**src/rtl/rc6_pkg.sv**
```systemverilog
// RC6-32/20 shared constants, types and helpers.
// Used by the key-expansion engine and its mix step.
package rc6_pkg;

    localparam logic [31:0] P32         = 32'hB7E15163;
    localparam logic [31:0] Q32         = 32'h9E3779B9;
    localparam int          ROUNDS      = 20;
    localparam int          T           = 2 * ROUNDS + 4;
    localparam int          KEY_ENTRIES = T / 2;

    typedef logic [31:0] word_t;

    typedef enum logic [4:0] {
        IDLE  = 5'b00001,
        INIT  = 5'b00010,
        MIX   = 5'b00100,
        WRITE = 5'b01000,
        DONE  = 5'b10000
    } state_t;

    function automatic word_t rotl(word_t x, logic [4:0] n);
        logic [63:0] t;
        t = {x, x} << n;
        return t[63:32];
    endfunction

endpackage

```
**src/rtl/rc6_key_sched_mix.sv**
```systemverilog
// One RC6 key-mixing iteration, purely combinational.
// Produces the new A (next S[i]) and new B (next L[j]).
module rc6_mix_step
    import rc6_pkg::*;
(
    input  word_t s_i,
    input  word_t l_j,
    input  word_t a,
    input  word_t b,
    output word_t a_n,
    output word_t b_n
);

    word_t ab;

    // A' = rotl(S+A+B,3); B' = rotl(L+A'+B, A'+B)
    always_comb begin
        a_n = rotl(s_i + a + b, 5'd3);
        ab  = a_n + b;
        b_n = rotl(l_j + a_n + b, ab[4:0]);
    end

endmodule

```
**src/rtl/rc6_key_sched.sv**
```systemverilog
// RC6 key-expansion engine: INIT, MIX, then 22 store writes.
// Writes {S[2k],S[2k+1]} at address k into the round-key RAM.
module rc6_key_sched #(
    parameter int KEY_WORDS = 4,
    parameter int ROUNDS    = 20
) (
    input  logic                    clk,
    input  logic                    reset,
    input  logic                    start,
    input  logic [32*KEY_WORDS-1:0] key_in,
    output logic                    busy,
    output logic                    done,
    output logic                    key_we,
    output logic [4:0]              key_addr,
    output logic [63:0]             key_wdata
);
    import rc6_pkg::*;

    localparam int TT   = 2 * ROUNDS + 4;
    localparam int MIXN = 3 * ((KEY_WORDS > TT) ? KEY_WORDS : TT);
    localparam int JW   = (KEY_WORDS > 1) ? $clog2(KEY_WORDS) : 1;

    state_t        state;
    state_t        state_d;
    word_t         s [TT];
    word_t         l [KEY_WORDS];
    word_t         acc;
    word_t         a;
    word_t         b;
    word_t         a_n;
    word_t         b_n;
    logic [5:0]    i;
    logic [JW-1:0] j;
    logic [7:0]    mcnt;
    logic [4:0]    k;
    logic          i_last;
    logic          j_last;
    logic          m_last;
    logic          w_last;

    assign i_last = (i == 6'(TT - 1));
    assign j_last = (j == JW'(KEY_WORDS - 1));
    assign m_last = (mcnt == 8'(MIXN - 1));
    assign w_last = (k == 5'(KEY_ENTRIES));

    rc6_mix_step u_mix (
        .s_i (s[i]),
        .l_j (l[j]),
        .a   (a),
        .b   (b),
        .a_n (a_n),
        .b_n (b_n)
    );

    // State register
    always_ff @(posedge clk or negedge reset) begin
        if (!reset) state <= IDLE;
        else        state <= state_d;
    end

    // Next-state decode
    always_comb begin
        state_d = state;
        unique case (state)
            IDLE:    if (start)  state_d = INIT;
            INIT:    if (i_last) state_d = MIX;
            MIX:     if (m_last) state_d = WRITE;
            WRITE:   if (w_last) state_d = DONE;
            DONE:    state_d = IDLE;
            default: state_d = IDLE;
        endcase
    end

    // Counters, mix registers and registered store-write outputs
    always_ff @(posedge clk or negedge reset) begin
        if (!reset) begin
            busy      <= 1'b0;
            done      <= 1'b0;
            key_we    <= 1'b0;
            key_addr  <= '0;
            key_wdata <= '0;
            acc       <= '0;
            a         <= '0;
            b         <= '0;
            i         <= '0;
            j         <= '0;
            mcnt      <= '0;
            k         <= '0;
        end else begin
            done   <= 1'b0;
            key_we <= 1'b0;
            unique case (state)
                IDLE: begin
                    if (start) begin
                        busy <= 1'b1;
                        acc  <= P32;
                        i    <= '0;
                    end
                end
                INIT: begin
                    acc <= acc + Q32;
                    i   <= i_last ? '0 : i + 6'd1;
                    if (i_last) begin
                        a    <= '0;
                        b    <= '0;
                        j    <= '0;
                        mcnt <= '0;
                    end
                end
                MIX: begin
                    a    <= a_n;
                    b    <= b_n;
                    i    <= i_last ? '0 : i + 6'd1;
                    j    <= j_last ? '0 : j + JW'(1);
                    mcnt <= mcnt + 8'd1;
                    // S[0],S[1] are final long before the last
                    // iteration, so entry 0 goes out on WRITE entry.
                    if (m_last) begin
                        key_we    <= 1'b1;
                        key_addr  <= 5'd0;
                        key_wdata <= {s[0], s[1]};
                        k         <= 5'd1;
                    end
                end
                WRITE: begin
                    if (w_last) begin
                        done <= 1'b1;
                    end else begin
                        key_we    <= 1'b1;
                        key_addr  <= k;
                        key_wdata <= {s[{k, 1'b0}], s[{k, 1'b1}]};
                        k         <= k + 5'd1;
                    end
                end
                DONE:    busy <= 1'b0;
                default: ;
            endcase
        end
    end

    // S and L arrays; contents are don't-care until a run fills them
    always_ff @(posedge clk) begin
        if (state == IDLE && start) begin
            for (int n = 0; n < KEY_WORDS; n++) begin
                l[n] <= key_in[32*n +: 32];
            end
        end
        if (state == INIT) begin
            s[i] <= acc;
        end
        if (state == MIX) begin
            s[i] <= a_n;
            l[j] <= b_n;
        end
    end

endmodule
```
**config.mk**
```make
export PLATFORM = sky130hd
export DESIGN_NAME = rc6_key_sched
export DESIGN_NICKNAME = d
export VERILOG_FILES = /design/src/rtl/rc6_pkg.sv /design/src/rtl/rc6_key_sched_mix.sv /design/src/rtl/rc6_key_sched.sv
export SDC_FILE = /design/constraint.sdc
export NUM_CORES = 2
export LEC_CHECK = 0
export ABC_AREA = 1
export CAP_MARGIN = 20
export CORE_MARGIN = 10
export CORE_UTILIZATION = 40
export DETAILED_ROUTE_END_ITERATION = 10
export GPL_ROUTABILITY_DRIVEN = 0
export PLACE_DENSITY_LB_ADDON = 0.12
export SLEW_MARGIN = 0
export SYNTH_ARGS = -nofsm -noshare
export SYNTH_HDL_FRONTEND = slang
export SYNTH_HIERARCHICAL = 1
export SYNTH_SLANG_ARGS = --single-unit
```
**constraint.sdc**
```tcl
create_clock -name clk -period 7.21 [get_ports clk]
set_clock_uncertainty 0.15 [all_clocks]
set_input_delay 1.0815 -clock clk [delete_from_list [all_inputs] [get_ports clk]]
set_output_delay 1.0815 -clock clk [all_outputs]
set_load 0.05 [all_outputs]
```
==> run summary <==
=====================================================================================
Outcome                                                                  finished, violations left
Violations in the final reports                                          setup timing
Initial Utilization                                                             40.2%
Clock-pin slew of the registers on the worst-case setup and hold paths        0.06 ns
Count of input and output buffers                                                 202
Data required, critical path                                                  7.78 ns
Worst path max stage delay                                                    0.50 ns
Max-slew violation count                                                            0
Time the worst path needs with I/O delays and setup                           7.73 ns
Number of unique standard cell types used by synthesis                             58
DPL Wire Length                                                             256000 µm
Setup repair after global routing missed its margin                               yes
Area added between synthesis and finish                                         22.6%
TritonCTS Buffers                                                                 196
Die area                                                                   256000 µm²
Largest net degree at the start of global routing                                 189
Critical Path Sink Type                                                     flip-flop
Share of Yosys cell area claimed by the top area cell type                      48.8%
Synth Cell Area                                                             94500 µm²
Die width                                                                      506 µm
Per-cell routed wire length                                                   26.2 µm
Most Frequent Cell on Critical Path                                           nand2_1
Global-route total usage across every layer                                     29.8%
TritonCTS clock tree                                                            built
Instance count of the mapped netlist                                            11359
Die Height                                                                     506 µm
Detailed-route wire length                                                  401000 µm
Core occupancy in the finished layout                                           49.3%
CP arrival                                                                    8.30 ns
Async S/R FF share, synth                                                       11.2%
Avg Cell Area, Syn                                                           8.32 µm²
Vias in the first global route                                                  82520
Core box area                                                              235000 µm²
Count of warnings emitted by yosys                                                  6
Number of clock sinks seen by CTS                                                1730
Relative slew slack                                                             16.7%
Maximum fanout along the worst path                                                35
Net count after synthesis                                                       11625
Proportion of layout cells with a drive suffix above 1                          15.0%
Final critical-path share of the clock period                                    107%
Setup slack of the critical path after layout                               -0.524 ns
Synth top area cells                                                     edfxtp_1 49%, nand2_1 15%, o21ai_0 5.5%
Number of flops mapped to enable cells by yosys                                  1536
Global-route wire length before repair                                      569000 µm
I/O pin cnt                                                                       203
Most common library cell in the layout ignoring fill and taps                 nand2_1
Vias per cell                                                                    5.67
Class of the tightest hold or removal check                                reg -> reg
Number of buffers between clock root and the deepest sink                           3
Latest clock arrival within the worst-skew pair                               0.88 ns
Yosys reg bits                                                                   1730
Finish-stage setup viols                                                          160
Largest area contributor in the netlist                                      edfxtp_1
Fmax achieved                                                                 129 MHz
Share of synthesized area occupied by flip-flops and latches                    53.9%
Routed via count                                                                86550
# H-tree levels                                                                     4
Standard-cell row count                                                           178
Worst Setup Start Kind                                                      flip-flop
WS Path Type                                                               reg -> reg
Number of nets with antenna violations after detailed routing                       0
Pre-antenna DRT Iters                                                               7
Highest-count cells in the layout ignoring fill and taps                 3764 x nand2_1, 1536 x edfxtp_1, 985 x inv_1, 894 x o21ai_0, 752 x nand3_1
Actual transition at the worst max-transition pin                             1.25 ns
Antenna violations before repair                                                   15
Global-route congestion overflow total                                              0
Most used DFF post-synth                                                     edfxtp_1
Post-layout net count                                                           12208
Iteration-0 DRC Markers                                                         10969
Clock root cell                                                             clkbuf_16
Slowest library cell on the worst path                                        dfrtp_4
Maximum capacitance violations                                                      0
Post-route DRC                                                                      0
Final Hold Fails                                                                    0
=====================================================================================
==> critical path, delay by kind of cell (launching register included) <==
| kind | cells | cell delay [ns] |
|---|---|---|
| flops | 1 | 0.50 |
| compound gates | 8 | 1.12 |
| fa+ha+maj | 5 | 1.70 |
| buf+inv | 11 | 1.54 |
| simple gates | 23 | 2.30 |
| xor+xnor | 1 | 0.17 |
==> path summary, 6_finish.rpt <==
path	startpoint	to	slack (ns)	cells past startpoint
worst min register to register	a[1]	a[1]	0.35	2
min in group asynchronous	reset	b[18]	0.58	2
max in group asynchronous	reset	k[0]	4.90	3
worst min-delay path	a[1]	a[1]	0.35	2
worst max-delay path	i[0]	l[2][6]	-0.52	48
worst max register to register	i[0]	l[2][6]	-0.52	48
==> final cells by class <==
cell class / count / area [µm²]
sequential: 1730 / 51000
clock inverter: 96 / 1050
timing repair buffer: 1071 / 10300
inverter: 1046 / 3980
fill: 22107 / 119000
antenna: 3 / 7.51
multi-input combinational: 7897 / 40000
tap: 3150 / 3940
clock buffer: 274 / 5540
==> synth_stat cells (14+ instances only) <==
cell type / instances
a211oi_1: 14
a21oi_1: 504
a22oi_1: 31
buf_1: 95
buf_2: 222
clkbuf_1: 354
dfrtp_1: 193
edfxtp_1: 1536
fa_1: 64
ha_1: 71
inv_1: 1026
nand2_1: 3875
nand3_1: 921
nand3_2: 25
nand4_1: 22
nor2_1: 805
nor3_1: 36
o211ai_1: 184
o21a_1: 105
o21ai_0: 1037
o22ai_1: 54
xnor2_1: 19
xor2_1: 31
==> state kept, by name (all words and copies together) (netlist names) <==
register and cells:
s 1408, l 128, key_wdata 64, a 32, acc 32, b 32, mcnt 8, i 6
k 5, key_addr 5, state 5, j 2, busy 1, done 1, key_we 1
==> metal layers <==
layer	share of wire, %	vias to the layer above	wire, µm	global-route usage [%]
met5	0.018	-	74	0
met4	5.7	12	22800	14.5
met3	9.9	997	39500	5.71
met2	44	4798	178000	46.2
met1	40	41901	160000	39.9
li1	-	38842	-	-
==> cell families after synthesis <==
group	Yosys count	synth area share, %
and+or+nand+nor	5727	24.4
AOI/OAI and AO/OA	1983	11.6
buffers and inverters	1732	7.24
DFF	1730	53.9
adders and majority gates	135	2.30
xor gates and xnor gates	50	0.463
muxes	2	0.0212
==> timing repair <==
action | in CTS | in global routing
resized for setup | 413 | 347
hold endpoints to repair | 41 | 0
hold buffers | 1 | 0
pin swaps | 122 | 123
buffers inserted | 49 | 22
endpoints found under the setup margin | 160 | 160
gates cloned | 12 | 9
==> through the flow <==
step	hold slack (ns)	cell area, µm²	setup WS (ns)	setup TNS (ns)	std cells
after floorplan	0.303	94500	0.0144	0	11359
after global placement	0.323	105000	-0.929	-118.97	14797
after detailed placement	0.335	105000	-1.02	-130.32	14802
after CTS	0.349	114000	-0.356	-35.79	15234
after global routing	0.390	116000	-0.807	-99.73	15265
final	0.348	116000	-0.524	-60.87	15267
Power is left out: the tool's default activity adds up to more than one toggle a clock period on the data nets, which glitch-free logic cannot reach.
